**src/rtl/fft_bitrev_loader.sv**
```systemverilog
// Radix-2 DIT FFT input stage: loads a frame in bit-reversed order, then drains first-stage pairs.
// Optional FFT_INPUT_SCALE_EN halves each component (arithmetic shift) before storage.
module fft_bitrev_loader #(
  parameter int WIDTH = 32,
  parameter int N     = 16
) (
  input  logic             clk,
  input  logic             rst_n,
  input  logic [WIDTH-1:0] in_data,
  input  logic             in_valid,
  output logic             in_ready,
  output logic [WIDTH-1:0] out_A,
  output logic [WIDTH-1:0] out_B,
  output logic [WIDTH-1:0] out_twiddle,
  output logic             out_valid,
  input  logic             out_ready,
  output logic             out_last
);

  localparam int LOG2N = $clog2(N);
  localparam int HW    = WIDTH / 2;
  localparam int KW    = LOG2N - 1;
  localparam logic [WIDTH-1:0] TWIDDLE = {1'b0, {(HW-1){1'b1}}, {HW{1'b0}}};
  localparam logic [LOG2N-1:0] WR_LAST = LOG2N'(N - 1);
  localparam logic [KW-1:0]    K_LAST  = KW'(N / 2 - 1);
  localparam logic [KW-1:0]    K_ZERO  = '0;
  localparam logic [KW-1:0]    K_ONE   = KW'(1);

  typedef enum logic {S_LOAD = 1'b0, S_DRAIN = 1'b1} state_t;

  state_t           r_state, w_state_nxt;
  logic [LOG2N-1:0] r_wr_cnt, w_wr_cnt_nxt;
  logic [KW-1:0]    r_k, w_k_nxt;
  logic [WIDTH-1:0] r_out_a, w_out_a_nxt;
  logic [WIDTH-1:0] r_out_b, w_out_b_nxt;
  logic [WIDTH-1:0] r_out_tw, w_out_tw_nxt;
  logic             r_out_valid, w_out_valid_nxt;
  logic             r_out_last, w_out_last_nxt;
  logic [WIDTH-1:0] r_mem [N];

  logic             w_in_fire;
  logic             w_out_fire;
  logic [LOG2N-1:0] w_wr_addr;
  logic [WIDTH-1:0] w_wr_data;
  logic [KW-1:0]    w_rd_k;
  logic [WIDTH-1:0] w_rd_a;
  logic [WIDTH-1:0] w_rd_b;
  logic             w_rd_last;

  function automatic logic [LOG2N-1:0] bitrev(input logic [LOG2N-1:0] v);
    logic [LOG2N-1:0] r;
    for (int i = 0; i < LOG2N; i++) r[i] = v[LOG2N-1-i];
    return r;
  endfunction

  assign in_ready    = rst_n && (r_state == S_LOAD);
  assign w_in_fire   = in_valid && in_ready;
  assign w_out_fire  = r_out_valid && out_ready;
  assign w_wr_addr   = bitrev(r_wr_cnt);

`ifdef FFT_INPUT_SCALE_EN
  assign w_wr_data = {in_data[WIDTH-1], in_data[WIDTH-1:HW+1],
                      in_data[HW-1],    in_data[HW-1:1]};
`else
  assign w_wr_data = in_data;
`endif

  // Pair 0 is loaded on the final write; its slots were filled earlier in the frame.
  assign w_rd_k    = (r_state == S_LOAD) ? K_ZERO : (r_k + K_ONE);
  assign w_rd_a    = r_mem[{w_rd_k, 1'b0}];
  assign w_rd_b    = r_mem[{w_rd_k, 1'b1}];
  assign w_rd_last = (w_rd_k == K_LAST);

  always_comb begin
    w_state_nxt     = r_state;
    w_wr_cnt_nxt    = r_wr_cnt;
    w_k_nxt         = r_k;
    w_out_a_nxt     = r_out_a;
    w_out_b_nxt     = r_out_b;
    w_out_tw_nxt    = r_out_tw;
    w_out_valid_nxt = r_out_valid;
    w_out_last_nxt  = r_out_last;
    case (r_state)
      S_LOAD: begin
        if (w_in_fire) begin
          w_wr_cnt_nxt = r_wr_cnt + LOG2N'(1);
          if (r_wr_cnt == WR_LAST) begin
            w_state_nxt     = S_DRAIN;
            w_k_nxt         = K_ZERO;
            w_out_a_nxt     = w_rd_a;
            w_out_b_nxt     = w_rd_b;
            w_out_tw_nxt    = TWIDDLE;
            w_out_valid_nxt = 1'b1;
            w_out_last_nxt  = w_rd_last;
          end
        end
      end
      S_DRAIN: begin
        if (w_out_fire) begin
          if (r_k == K_LAST) begin
            w_state_nxt     = S_LOAD;
            w_k_nxt         = K_ZERO;
            w_out_valid_nxt = 1'b0;
            w_out_last_nxt  = 1'b0;
          end else begin
            w_k_nxt        = r_k + K_ONE;
            w_out_a_nxt    = w_rd_a;
            w_out_b_nxt    = w_rd_b;
            w_out_last_nxt = w_rd_last;
          end
        end
      end
      default: w_state_nxt = S_LOAD;
    endcase
  end

  always_ff @(posedge clk or negedge rst_n) begin
    if (!rst_n) begin
      r_state     <= S_LOAD;
      r_wr_cnt    <= '0;
      r_k         <= '0;
      r_out_a     <= '0;
      r_out_b     <= '0;
      r_out_tw    <= '0;
      r_out_valid <= 1'b0;
      r_out_last  <= 1'b0;
    end else begin
      r_state     <= w_state_nxt;
      r_wr_cnt    <= w_wr_cnt_nxt;
      r_k         <= w_k_nxt;
      r_out_a     <= w_out_a_nxt;
      r_out_b     <= w_out_b_nxt;
      r_out_tw    <= w_out_tw_nxt;
      r_out_valid <= w_out_valid_nxt;
      r_out_last  <= w_out_last_nxt;
    end
  end

  always_ff @(posedge clk) begin
    if (w_in_fire) r_mem[w_wr_addr] <= w_wr_data;
  end

  assign out_A       = r_out_a;
  assign out_B       = r_out_b;
  assign out_twiddle = r_out_tw;
  assign out_valid   = r_out_valid;
  assign out_last    = r_out_last;

endmodule

```
**config.mk**
```make
export PLATFORM = sky130hd
export DESIGN_NAME = fft_bitrev_loader
export DESIGN_NICKNAME = d
export VERILOG_FILES = /design/src/rtl/fft_bitrev_loader.sv
export SDC_FILE = /design/constraint.sdc
export NUM_CORES = 1
export LEC_CHECK = 0
export BUFFER_PORTS_ARGS = -buffer_cell sky130_fd_sc_hd__clkbuf_2
export CORE_ASPECT_RATIO = 0.8
export CORE_UTILIZATION = 45
export DETAILED_ROUTE_END_ITERATION = 16
export SETUP_SLACK_MARGIN = 0.02
export SLEW_MARGIN = 20
export SYNTH_ARGS = -nofsm -noshare
export SYNTH_HDL_FRONTEND = slang
export SYNTH_SLANG_ARGS = --single-unit
```
**constraint.sdc**
```tcl
create_clock -name clk -period 2.2 [get_ports clk]
set_input_delay 0.11 -clock clk [delete_from_list [all_inputs] [get_ports clk]]
set_output_delay 0.11 -clock clk [all_outputs]
set_load 0.02 [all_outputs]
```
# ---- Word-level counts from Yosys, hierarchy flattened
# Memory sizes are Yosys's and may differ from the RTL's.
# Index checks and enable logic that the tools add are counted.
dict set report word_totals {
  n_memories 1
  elab_cells 61
  register_bits 75
  mem_bits_rw 512
}
dict set report classes {
  eq_ne 8
  n_addsub 2
  n_bitwise 1
  n_reduce_logical 8
  n_mux 33
}
# memory words word_bits rd rd_clocked_by_memory_dff wr line_no
set mem_list {}
lappend mem_list {r_mem 16 32 2 0 1 39} ;# logic [WIDTH-1:0] r_mem [N];
# op n
set ops {}
lappend ops {{$mux 32} 8}
lappend ops {{$pmux 32 s2} 2}
lappend ops {{$mux 3} 5}
lappend ops {{$mux 1} 14}
lappend ops {{$reduce_and 4->1} 2}
lappend ops {{$eq 3x3->1 const B} 2}
lappend ops {{$ne 2x1->1 const B} 3}
lappend ops {{$pmux 1 s2} 3}
lappend ops {{$pmux 3 s2} 1}
lappend ops {{$reduce_and 3->1} 2}
lappend ops {{$add 4x1->4 const B} 1}
lappend ops {{$eq 4x4->1 const B} 1}
lappend ops {{$ne 2x2->1 const B} 2}
lappend ops {{$add 3x1->3 const B} 1}
lappend ops {{$logic_and 1x1->1} 3}
lappend ops {{$reduce_and 2->1} 1}
lappend ops {{$not 1->1} 1}

# ---- Depth between registers and ports, before layout
# Gate-level depths: netlist of the first run.
dict set report logic_depth {
  ltp_word 6
  mapped_depth 8
  ltp_nobuf 6
}

# ---- Worst setup path after synthesis of the first run
# OpenSTA, ideal clock, no wires.
dict set report synth_path {
  kind {reg-to-reg}
  from {reg r_state}
  to {mem r_mem[1][0] (enable)}
  t_required_ns 1.808
  slack_ns -0.389
  t_arrival_ns 2.197
  path_buffers 1
  path_stages_with_launch 6
  path_cell_list {dfrtp_1 > buf_6 > nor2b_1 > nand2_1 > nor3b_1 > and2_1}
}
dict set report synth_via {
  elab_chain_cells 5
}
# element line_no
set synth_lines {}
lappend synth_lines {{start, declared} 31} ;# state_t r_state, w_state_nxt;
lappend synth_lines {{start signal, assigned} 128} ;# r_state <= w_state_nxt;
lappend synth_lines {{$not 1->1 (no source line)} n/a}
lappend synth_lines {{$logic_and 1x1->1} 56} ;# assign in_ready = rst_n && (r_state == S_LOAD);
lappend synth_lines {{named net in_ready} 11} ;# output logic in_ready,
lappend synth_lines {{$logic_and 1x1->1} 57} ;# assign w_in_fire = in_valid && in_ready;
lappend synth_lines {{$mux 1} 140} ;# if (w_in_fire) r_mem[w_wr_addr] <= w_wr_data;
lappend synth_lines {{$mux 1 (not written as such)} 140}
lappend synth_lines {{end, declared} 39}
# The timed path passes the listed nets, and every way through them passes these cells.

# ---- Final worst setup path of the first run
dict set report layout_path {
  from {reg r_k[0]}
  to {reg r_out_a[1] (netlist: out_A[1])}
}
dict set report layout_via {
  elab_chain_cells 6
  elab_cells_between_ends 11
  classes_between {add/sub (1); eq/ne (2); mux (6); reduce/logical (1); memory (1)}
}
# element line_no
set layout_lines {}
lappend layout_lines {{start, declared} 33} ;# logic [KW-1:0] r_k, w_k_nxt;
lappend layout_lines {{start signal, assigned} 130} ;# r_k <= w_k_nxt;
lappend layout_lines {{$add 3x1->3} 69} ;# assign w_rd_k = (r_state == S_LOAD) ? K_ZERO : (r_k + K_ONE);
lappend layout_lines {{$mux 3} 69}
lappend layout_lines {{$mem_v2 16x32} n/a}
lappend layout_lines {{$mux 32, on equally long branches} {100, 87}}
lappend layout_lines {{$mux 32, on equally long branches} {99, 85}}
lappend layout_lines {{$pmux 32 s2} 83} ;# case (r_state)
lappend layout_lines {{end signal, assigned} 131} ;# r_out_a <= w_out_a_nxt;
lappend layout_lines {{end, declared} 34} ;# logic [WIDTH-1:0] r_out_a, w_out_a_nxt;
# Several ways; a longest one is shown, not always the timed one. The select of a mux whose other input is x is not followed.
# A chain may end at the register's enable or synchronous reset.

==> results of run 1 <==
[through the flow]
stage	area (µm²)	setup WS, ns
finish	27100	0.145
global route	27100	0.0138
floorplan	23100	-0.0602
global placement	24900	0.200
CTS	27100	0.131
detailed placement	24900	0.147
[logic make-up (layout without fill, tap and decap cells)]
kind of cell,count (synthesis),in the layout,share of synthesized area [%]
XOR/XNOR,3,3,0.114
AND/OR/NAND/NOR,40,40,0.982
other,1,17,0.0163
flip-flops,587,587,74.8
AO/OA/AOI/OAI,263,263,8.40
multiplexers,257,257,12.6
buffers and inverters,118,325,2.77
adder cells (fa/ha/maj),6,6,0.326
[power by group through the flow]
stage,Combinational [mW],Clock (mW),Sequential [mW]
6_report,7.71,9.40,13.8
5_1_grt,8.23,9.97,13.9
4_1_cts,7.79,9.56,13.8
3_5_place_dp,7.71,0,14.0
3_3_place_gp,7.65,0,14.0
2_1_floorplan,4.61,0,14.4
[final timing paths]
check	end	depth (start not counted)	startpoint	slack [ns]
worst max-delay path	out_A[1]	8	r_k[0]	0.14
worst max register to register	out_A[1]	8	r_k[0]	0.14
max in group asynchronous	out_B[28]	4	rst_n	0.80
worst min-delay path	out_twiddle[16]	3	rst_n	0.30
min in group clk	out_valid	4	out_ready	0.38
worst min register to register	out_B[8]	2	out_B[8]	0.51
[cell usage in the layout, fill, tap and decap left out, types with 2 or more instances in the layout]
cell	count
clkinv_1	4
nand3_1	3
a221oi_1	64
edfxtp_1	512
o31ai_1	44
and2_2	11
nand2_2	3
nand2_1	6
and3_2	4
buf_12	36
inv_1	2
o31ai_2	22
clkbuf_8	10
conb_1	17
clkinv_2	7
o21ai_0	65
and2_4	2
dlygate4sd3_1	36
a21o_1	2
clkbuf_1	18
nor2b_1	2
o22ai_1	64
ha_1	5
clkbuf_16	55
clkbuf_2	116
and3_1	2
dfrtp_1	74
mux2_2	257
xnor2_1	2
buf_4	34
bufinv_16	4
[flip-flops by register name (all words and copies together) (netlist names)]
signal and count:
r_mem 512, out_A 32, out_B 32, r_wr_cnt 4, out_last 1, out_valid 1, out_twiddle 1, r_state 1
r_k 3
[per-layer routing]
metal  up-vias  global-route usage (%)
li1       5447                       -
met1      6548                    32.2
met2       414                    35.0
met3        95                    3.83
met4         0                    7.38
met5         -                       0
[critical path: stages, from the launching register on]
cell     delay (ns)
dfrtp_4        0.51
ha_2           0.19
ha_1           0.30
nand2_2        0.12
nand2_2        0.14
buf_12         0.18
buf_4          0.18
o22ai_1        0.10
o31ai_1        0.24
[cell type report]
class | instances | area share, %
Clock buffer | 83 | 5.84
Multi-Input combinational cell | 586 | 19.5
Sequential cell | 587 | 63.7
Tap cell | 675 | 3.12
Clock inverter | 18 | 0.721
Inverter | 2 | 0.0277
Timing Repair Buffer | 222 | 7.08
[timing repair]
item                       in CTS  in global routing
hold endpoints to repair      552                  0
hold buffers                   36                  0
setup endpoints to repair       0                  1
==> metrics.md, run 1 <==
| Metric | Value |
|---|---|
| Status | finished, final reports clean |
| Ys Warns | 0 |
| Layout cells sized above 1 | 38.1% |
| DR top layer | met4 |
| Worst-Margin Slew | between 0.7 and 0.8 ns |
| Main synth FF type | edfxtp_1 |
| DR DRC count | 0 |
| Area grow syn2layout | 17.5% |
| FFs w/ async S/R, synth | 12.8% |
| Vias in the first global route | 12800 |
| Dpl cells | between 2000 and 2500 |
| Clock Skews | 0.0150 ns |
| Share of power burned in registers | around 45% |
| Post-Layout Cell Count | 2173 |
| Sequential standard cell area | 17300 µm² |
| Final ANT Viol Nets | 0 |
| Clock latency on the worst-skew pair | 0.60 ns |
| Vias post-DR | 12500 |
| First-pass DRT Iterations | 5 |
| Tcrit/Tclk final | 93.4% |
| Synth area leader | edfxtp_1 |
| Hold Vio Cnt, Final | 0 |
| Syn Inst Count | 1275 |
| CP Class | flip-flop to flip-flop |
| RePlAce Congestion | 0.733 |
| Root Driver | clkbuf_16 |
| Height of the chip | 204 µm |
| Nets | 1496 |
| Die Area | ~52000 µm² |
| Max-Cap Viols | 0 |
| Number of synthesized flops with an enable pin | 512 |
| Pins Over Slew Limit | 0 |
| Synth top area share | 66.7% |
| Synth area leaders | edfxtp_1 (67%), mux2_2 (13%), dfrtp_1 (8.1%), a221oi_1 (2.4%), o22ai_1 (1.7%) |
| Antenna cell count | 0 |
| Starting density of the core | 46.0% |
| Post-DP HPWL | a little over 30000 µm |
| First-pass GRT wire length | 84600 µm |
| M1 WL | 26000 µm |
| Fmax | 487 MHz |
| Vias/cell | ~5.8 |
| Clock power frac | about 30% |
| Inserted Clock Buffers | 55 |
| Startpoint types | flip-flop |
| Distinct cells, synth | 32 |
| Worst EP arrival | 2.56 ns |
| Worst hold path type | primary input to async pin |
| RSZ-0062 raised after global routing | true |
| DRT Wirelength | around 58000 µm |
| Initial antenna violation count | 1 |
| PortBufs | 117 |
| Rows | 73 |
| Area of the multi-input gates | 5280 µm² |
| Most frequent cell after synthesis | edfxtp_1 |
| Gr ovfl total | 0 |
| H-tree Lvls | 2 |
| Clock-pin slew on the worst setup and hold paths | 0.07 ns |
| Core area | 50100 µm² |
| Post-synth top cells | edfxtp_1 (512), mux2_2 (257), dfrtp_1 (75) |
| Wire length on met2 | 26700 µm |
| Post-CTS setup-driven buffer insertion count | 0 |
| Post-cts resize count | 0 |
| DRT iter0 DRCs | 952 |
| Clk buf depth | 3 |
| Average wire per standard cell | 26.6 µm |
| Power Dens Cells | 1140 nW/µm² |
| Area of the mapped netlist | around 23000 µm² |
| Worst hold margin | 0.301 ns |
| Sw Ratio | 29.4% |
| Switching pwr | 9.09 mW |
| Slew headroom | 52.9% |
| I/O pins | 135 |
| Finish-stage setup viols | 0 |
| Pin count of the biggest net entering global routing | 88 |
| Met3 WL | 3400 µm |
| CTS tree | yes |
| Lkg Pwr | about 9.3 nW |
| Combinational share of power | 25.0% |
| Peak VDD IR | 0.818 mV |
| CTS Sinks | 587 |
| Seq cells post-synth | ~590 |
| Post-layout util | 54.0% |
| Req. time, crit path | between 2 and 3 ns |
| Min Tclk post-route | 2.06 ns |
| Synthesized area per cell | 18.1 µm² |
| Post-synthesis sequential area ratio | 74.8% |
| Overall Global Routing Usage | 22.5% |
| Internal power | 21.8 mW |
| CP Capture Type | flip-flop |
| TNS Setup | 0 ns |
| Fillers | 3984 |
| CP Max Fanout | 15 |
| Die X-Extent | 255 µm |
| Final Power | between 30 and 40 mW |
Note: power is estimated with default switching activity, not from simulation.
==> inputs of run 2 (changes only) <==
==> constraint.sdc (replaced) <==
create_clock -name clk -period 2.2 [get_ports clk]
set_input_delay 0.22 -clock clk [delete_from_list [all_inputs] [get_ports clk]]
set_output_delay 0.22 -clock clk [all_outputs]
set_load 0.02 [all_outputs]
==> run 2 against run 1 <==
  * Combinational power up 0.6%
  * Cell count down 1.1%
  * Design area down 0.55%
  * Power up 0.63%
  * Setup slack worse by 0.053 ns
  * Global-route usage down 0.097 points
  * Clock power up 2%
  * Sequential cell count unchanged
  * Hold slack worse by 0.27 ns
  * Critical path type unchanged
==> metrics.md, run 2 (synthesis gave the netlist of run 1 again) <==
| Metric | Value |
|---|---|
| DRT Wirelength | 57800 µm |
| RSZ-0062 raised after global routing | true |
| Peak VDD IR | 0.838 mV |
| Clock-pin slew on the worst setup and hold paths | 0.06 ns |
| Final ANT Viol Nets | 0 |
| R2r endpoint | out_A[30] |
| Max FFs per register | 512 |
| Antenna cell count | 0 |
| Final instance area | 26900 µm² |
| Clock Skews | about 0.027 ns |
| Pins Over Slew Limit | 0 |
| Post-layout util | 53.7% |
| Rows | 73 |
| Nets | 1470 |
| DRT iter0 DRCs | roughly 940 |
| Initial antenna violation count | 1 |
| Req. time, crit path | around 2.7 ns |
| Largest Register | r_mem |
| Lkg Pwr | 9.23 nW |
| R2R Setup Slk | between 0.09 and 0.1 ns |
| Worst path top cell family by delay | compound AO/OA/AOI/OAI gates |
| Startpoint types | flip-flop |
| Root Driver | clkbuf_16 |
| CTS Sinks | 587 |
| Worst-Margin Slew | 0.772 ns |
| Max-Cap Viols | 0 |
| Worst r2r src | r_k[0] |
| Inserted Clock Buffers | 55 |
| Hold Vio Cnt, Final | 0 |
| Height of the chip | 204 µm |
| CTS tree | yes |
| Pin count of the biggest net entering global routing | 101 |
| Average wire per standard cell | between 20 and 30 µm |
| Power Dens Cells | 1150 nW/µm² |
| CP Capture Type | flip-flop |
| DR DRC count | 0 |
| Starting density of the core | 46.0% |
| Core area | 50100 µm² |
| Die Area | between 50000 and 60000 µm² |
| Area after DPL | 25000 µm² |
| Min-delay src | in_data[12] |
| Hold endpoint | r_mem[5][12] |
| I/O pins | 135 |
| Worst Reg-to-Reg Cells | 4 |
| Layout cells sized above 1 | between 30 and 40% |
| CP Max Fanout | 100 |
| Slew headroom | 48.5% |
| Worst EP arrival | approximately 2.6 ns |
| Most common cell after layout, fill and taps aside | edfxtp_1 |
| Min Tclk post-route | between 2 and 2.5 ns |
| Clock latency on the worst-skew pair | a little over 0.6 ns |
| PortBufs | 117 |
| H-tree Lvls | 2 |
| Clk buf depth | 3 |
| First-pass DRT Iterations | 7 |
| Vias in the first global route | 12600 |
| Status | finished, final reports clean |
| First-pass GRT wire length | 84100 µm |
| Vias post-DR | roughly 12000 |
| RePlAce Congestion | 0.759 |
| Worst hold path type | primary input to flip-flop |
| Vias/cell | ~5.8 |
| Crit path largest cell delay | 0.47 ns |
| Gr ovfl total | 0 |
| Buffers plus inverters on the worst setup path | 1 |
| Crit-path cells | buf_16 > mux2_2 > a221oi_1 > o31ai_2 |
| Area grow syn2layout | 16.8% |
| Finish-stage setup viols | 0 |
| Fmax | roughly 470 MHz |
| Critical-path top delay cell | buf_16 |
| CP Class | flip-flop to flip-flop |
| Die X-Extent | 255 µm |
| Tcrit/Tclk final | 95.8% |
| Hold path depth | 1 |
| Commonest non-fill, non-tap cells in the layout | edfxtp_1 (512), mux2_2 (257), clkbuf_2 (116) |
| Overall Global Routing Usage | 22.4% |
| Post-DP HPWL | around 31000 µm |
| CP Launch Point | r_k[0] |
## run 2: changes by cell type in the layout (fill, tap and decap cells not counted), sizes merged
cell | before | now
clkinvlp | 1 | 2
inv | 3 | 4
bufinv | 4 | 3
clkinv | 12 | 16
clkbuf | 199 | 197
dlygate4sd3 | 36 | 6
buf | 70 | 74
## run 2: cell type report
cell class	count	area (µm²)
clock buffers	81	1620
clock inverters	23	208
fillers	4006	23200
inverters	2	7.51
multi-input cells	586	5280
flip-flops and latches	587	17300
well taps	675	845
repair buffers	196	1720
## run 2: worst max-delay path by stage
stage,cells after the start,to
3_5_place_dp,7,out_A[6]
5_1_grt,7,out_B[28]
4_1_cts,7,out_A[8]
3_3_place_gp,4,out_A[23]
6_report,4,out_A[30]
2_1_floorplan,5,r_mem[13][0]
## run 2: per-layer routing
layer,vias up,GRT usage [%],wire [µm]
met1,6518,32.5,26600
met5,-,0,11
met3,96,3.54,3260
met2,429,35.2,26700
met4,2,6.01,1230
li1,5405,-,-
## run 2: stage by stage
step	instances	setup TNS (ns)	total power [mW]	hold WS, ns	worst slack [ns]
3_5_place_dp	2038	0	21.7	0.260	0.104
5_1_grt	2150	0	32.2	0.0349	0.00650
4_1_cts	2148	0	31.3	0.00953	0.0783
3_3_place_gp	2038	0	21.7	0.262	0.122
2_1_floorplan	1291	-10.47	19.0	-0.0756	-0.0602
6_report	2150	0	31.1	0.0311	0.0918
## run 2: where the power goes
| part | internal (mW) | switching, mW |
|---|---|---|
| Clock | 5.44 | 4.12 |
| Sequential | 13.1 | 0.615 |
| Combinational | 3.26 | 4.50 |
## run 2: timing repair
item                                    4_1_cts  5_1_grt
hold buffers                                  6        0
endpoints found under the setup margin        0        7
gates resized for setup                       0        1
endpoints found under the hold margin       116        0
buffers inserted                              0        2
## run 2: worst reg2reg max path: cells and delay by family (launching register included)
| kind | cells | cell delay (ns) |
|---|---|---|
| compound gates | 2 | 0.55 |
| mux | 1 | 0.50 |
| buf+inv | 1 | 0.47 |
| flops | 1 | 0.46 |
==> inputs of run 3 (changes only) <==
--- a/config.mk
+++ b/config.mk
@@ -7,7 +7,7 @@
 export LEC_CHECK = 0
 export BUFFER_PORTS_ARGS = -buffer_cell sky130_fd_sc_hd__clkbuf_2
 export CORE_ASPECT_RATIO = 0.8
-export CORE_UTILIZATION = 45
+export CORE_UTILIZATION = 40
 export DETAILED_ROUTE_END_ITERATION = 16
 export SETUP_SLACK_MARGIN = 0.02
 export SLEW_MARGIN = 20
==> run 3 against run 2 <==
  * Register-to-register slack hardly changed
  * Setup slack better by 0.0024 ns
  * Via count is essentially flat
  * Highest routed layer unchanged
==> metrics.md, run 3 (synthesis gave the netlist of run 1 again) <==
| Metric | Value |
|---|---|
| Vias in the first global route | 12600 |
| Vias/cell | about 5.6 |
| Tcrit/Tclk final | 95.7% |
| Wire length on met2 | between 20000 and 30000 µm |
| RSZ-0062 raised after global routing | false |
| Clock latency on the worst-skew pair | 0.63 ns |
| Worst EP arrival | 2.61 ns |
| Finish-stage setup viols | 0 |
| Peak VDD IR | about 1.1 mV |
| Combinational share of power | 25.0% |
| First-pass DRT Iterations | 5 |
| DR top layer | met5 |
| Slew headroom | 50.0% |
| CP Capture Type | flip-flop |
| Max FFs per register | 512 |
| Met3 WL | 3300 µm |
| Die X-Extent | 270 µm |
| Overall Global Routing Usage | 19.8% |
| Worst Reg-to-Reg Cells | 6 |
| H-tree Lvls | 2 |
| First-pass GRT wire length | 85600 µm |
| Lkg Pwr | 9.23 nW |
| Vias post-DR | roughly 12000 |
| Startpoint types | flip-flop |
| CP Class | flip-flop to flip-flop |
| Fillers | 4834 |
| Pins Over Slew Limit | 0 |
| Post-DP HPWL | ~32000 µm |
| Root Driver | clkbuf_16 |
| Worst-Margin Slew | 0.750 ns |
| PortBufs | 117 |
| Cts hold-fix bufs | 10 |
| Hold Vio Cnt, Final | 0 |
| Worst hold path type | primary input to flip-flop |
| Post-CTS setup-driven buffer insertion count | 0 |
| Initial antenna violation count | 4 |
| Final Power | ~31 mW |
| Nets | 1475 |
| Pin count of the biggest net entering global routing | 74 |
| Hold path depth | 1 |
| Core area | 56800 µm² |
| Switching pwr | approximately 9.3 mW |
| Req. time, crit path | about 2.7 ns |
| Most common cell after layout, fill and taps aside | edfxtp_1 |
| Layout cells sized above 1 | 38.8% |
| DR DRC count | 0 |
| Die Area | 58600 µm² |
| Clock power frac | 30.9% |
| Crit path largest cell delay | 0.52 ns |
| Inserted Clock Buffers | between 50 and 60 |
| DRT Wirelength | 58300 µm |
| Height of the chip | 217 µm |
| CTS tree | yes |
| Sw Ratio | 29.8% |
| Crit-path cells | ha_2 > ha_1 > and2_2 > or2_4 > buf_12 > o31ai_2 |
| Internal power | 22.0 mW |
| Area grow syn2layout | 17.3% |
| Min Tclk post-route | roughly 2.1 ns |
| Rows | 78 |
| Critical-path top delay cell | dfrtp_4 |
| Clk buf depth | 3 |
| CTS Sinks | 587 |
| CP Max Fanout | 18 |
| Power Dens Cells | 1160 nW/µm² |
| Final ANT Viol Nets | 0 |
| DRT iter0 DRCs | 961 |
| Clock-pin slew on the worst setup and hold paths | 0.07 ns |
| I/O pins | ~140 |
| Max-Cap Viols | 0 |
| RePlAce Congestion | 0.744 |
| Fmax | roughly 470 MHz |
| Status | finished, final reports clean |
| Post-cts resize count | 0 |
| Gr ovfl total | 0 |
| Largest Register | r_mem |
| M1 WL | roughly 27000 µm |
| Commonest non-fill, non-tap cells in the layout | edfxtp_1 (512), mux2_2 (257), clkbuf_2 (116) |
| Worst hold margin | around 0.012 ns |
| Starting density of the core | about two fifths |
| Average wire per standard cell | 26.0 µm |
| Share of power burned in registers | 44.1% |
| Clock Skews | 0.0305 ns |
==> run 3: path summary, 6_finish.rpt <==
path | slack, ns | startpoint | to
setup / recovery | 0.09 | r_k[0] | out_A[23]
hold / removal | 0.01 | in_data[30] | r_mem[7][30]
setup reg to reg | 0.09 | r_k[0] | out_A[23]
hold reg to reg | 0.50 | r_k[1] | r_k[1]
max in group asynchronous | 0.61 | rst_n | r_k[0]
min in group asynchronous | 0.34 | rst_n | out_A[14]
==> run 3: metal layers <==
layer / up-vias / global-route usage, %
li1: 5423 / -
met1: 6534 / 28.2
met4: 4 / 5.29
met3: 90 / 3.42
met5: - / 0
met2: 397 / 31.5
==> run 3: through the flow <==
step	setup TNS, ns	area, µm²	util (%)	setup WS (ns)	instances
floorplan	-10.47	23100	-	-0.0602	1291
global placement	0	25100	44.2	0.178	2125
detailed placement	0	25100	44.2	0.0940	2125
CTS	0	27000	47.6	0.103	2237
global route	0	27000	47.6	0.0214	2237
finish	0	27000	47.6	0.0942	2238
==> run 3: power by group through the flow <==
stage	Combinational (mW)	Clock [mW]	Sequential (mW)
final	7.84	9.67	13.8
after global routing	8.33	10.2	13.9
after CTS	7.91	9.81	13.8
after detailed placement	7.87	0	14.0
after global placement	7.80	0	14.0
after floorplan	4.61	0	14.4
==> run 3: area by class of cell <==
| class | count | area (µm²) | area share [%] |
|---|---|---|---|
| clock inverters | 15 | 221 | 0.819 |
| multi-input cells | 586 | 5280 | 19.5 |
| well taps | 760 | 951 | 3.52 |
| clock buffers | 87 | 1610 | 5.94 |
| inverters | 2 | 7.51 | 0.0278 |
| repair buffers | 200 | 1720 | 6.37 |
| flip-flops and latches | 587 | 17300 | 63.8 |
| diodes | 1 | 2.50 | 0.00925 |
==> run 3: critical path, delay by kind of cell (launching register included) <==
kind	cells	cell delay, ns
and+or+nand+nor	2	0.58
DFF	1	0.52
adders and majority gates	2	0.38
AOI/OAI and AO/OA	1	0.30
buffers and inverters	1	0.22
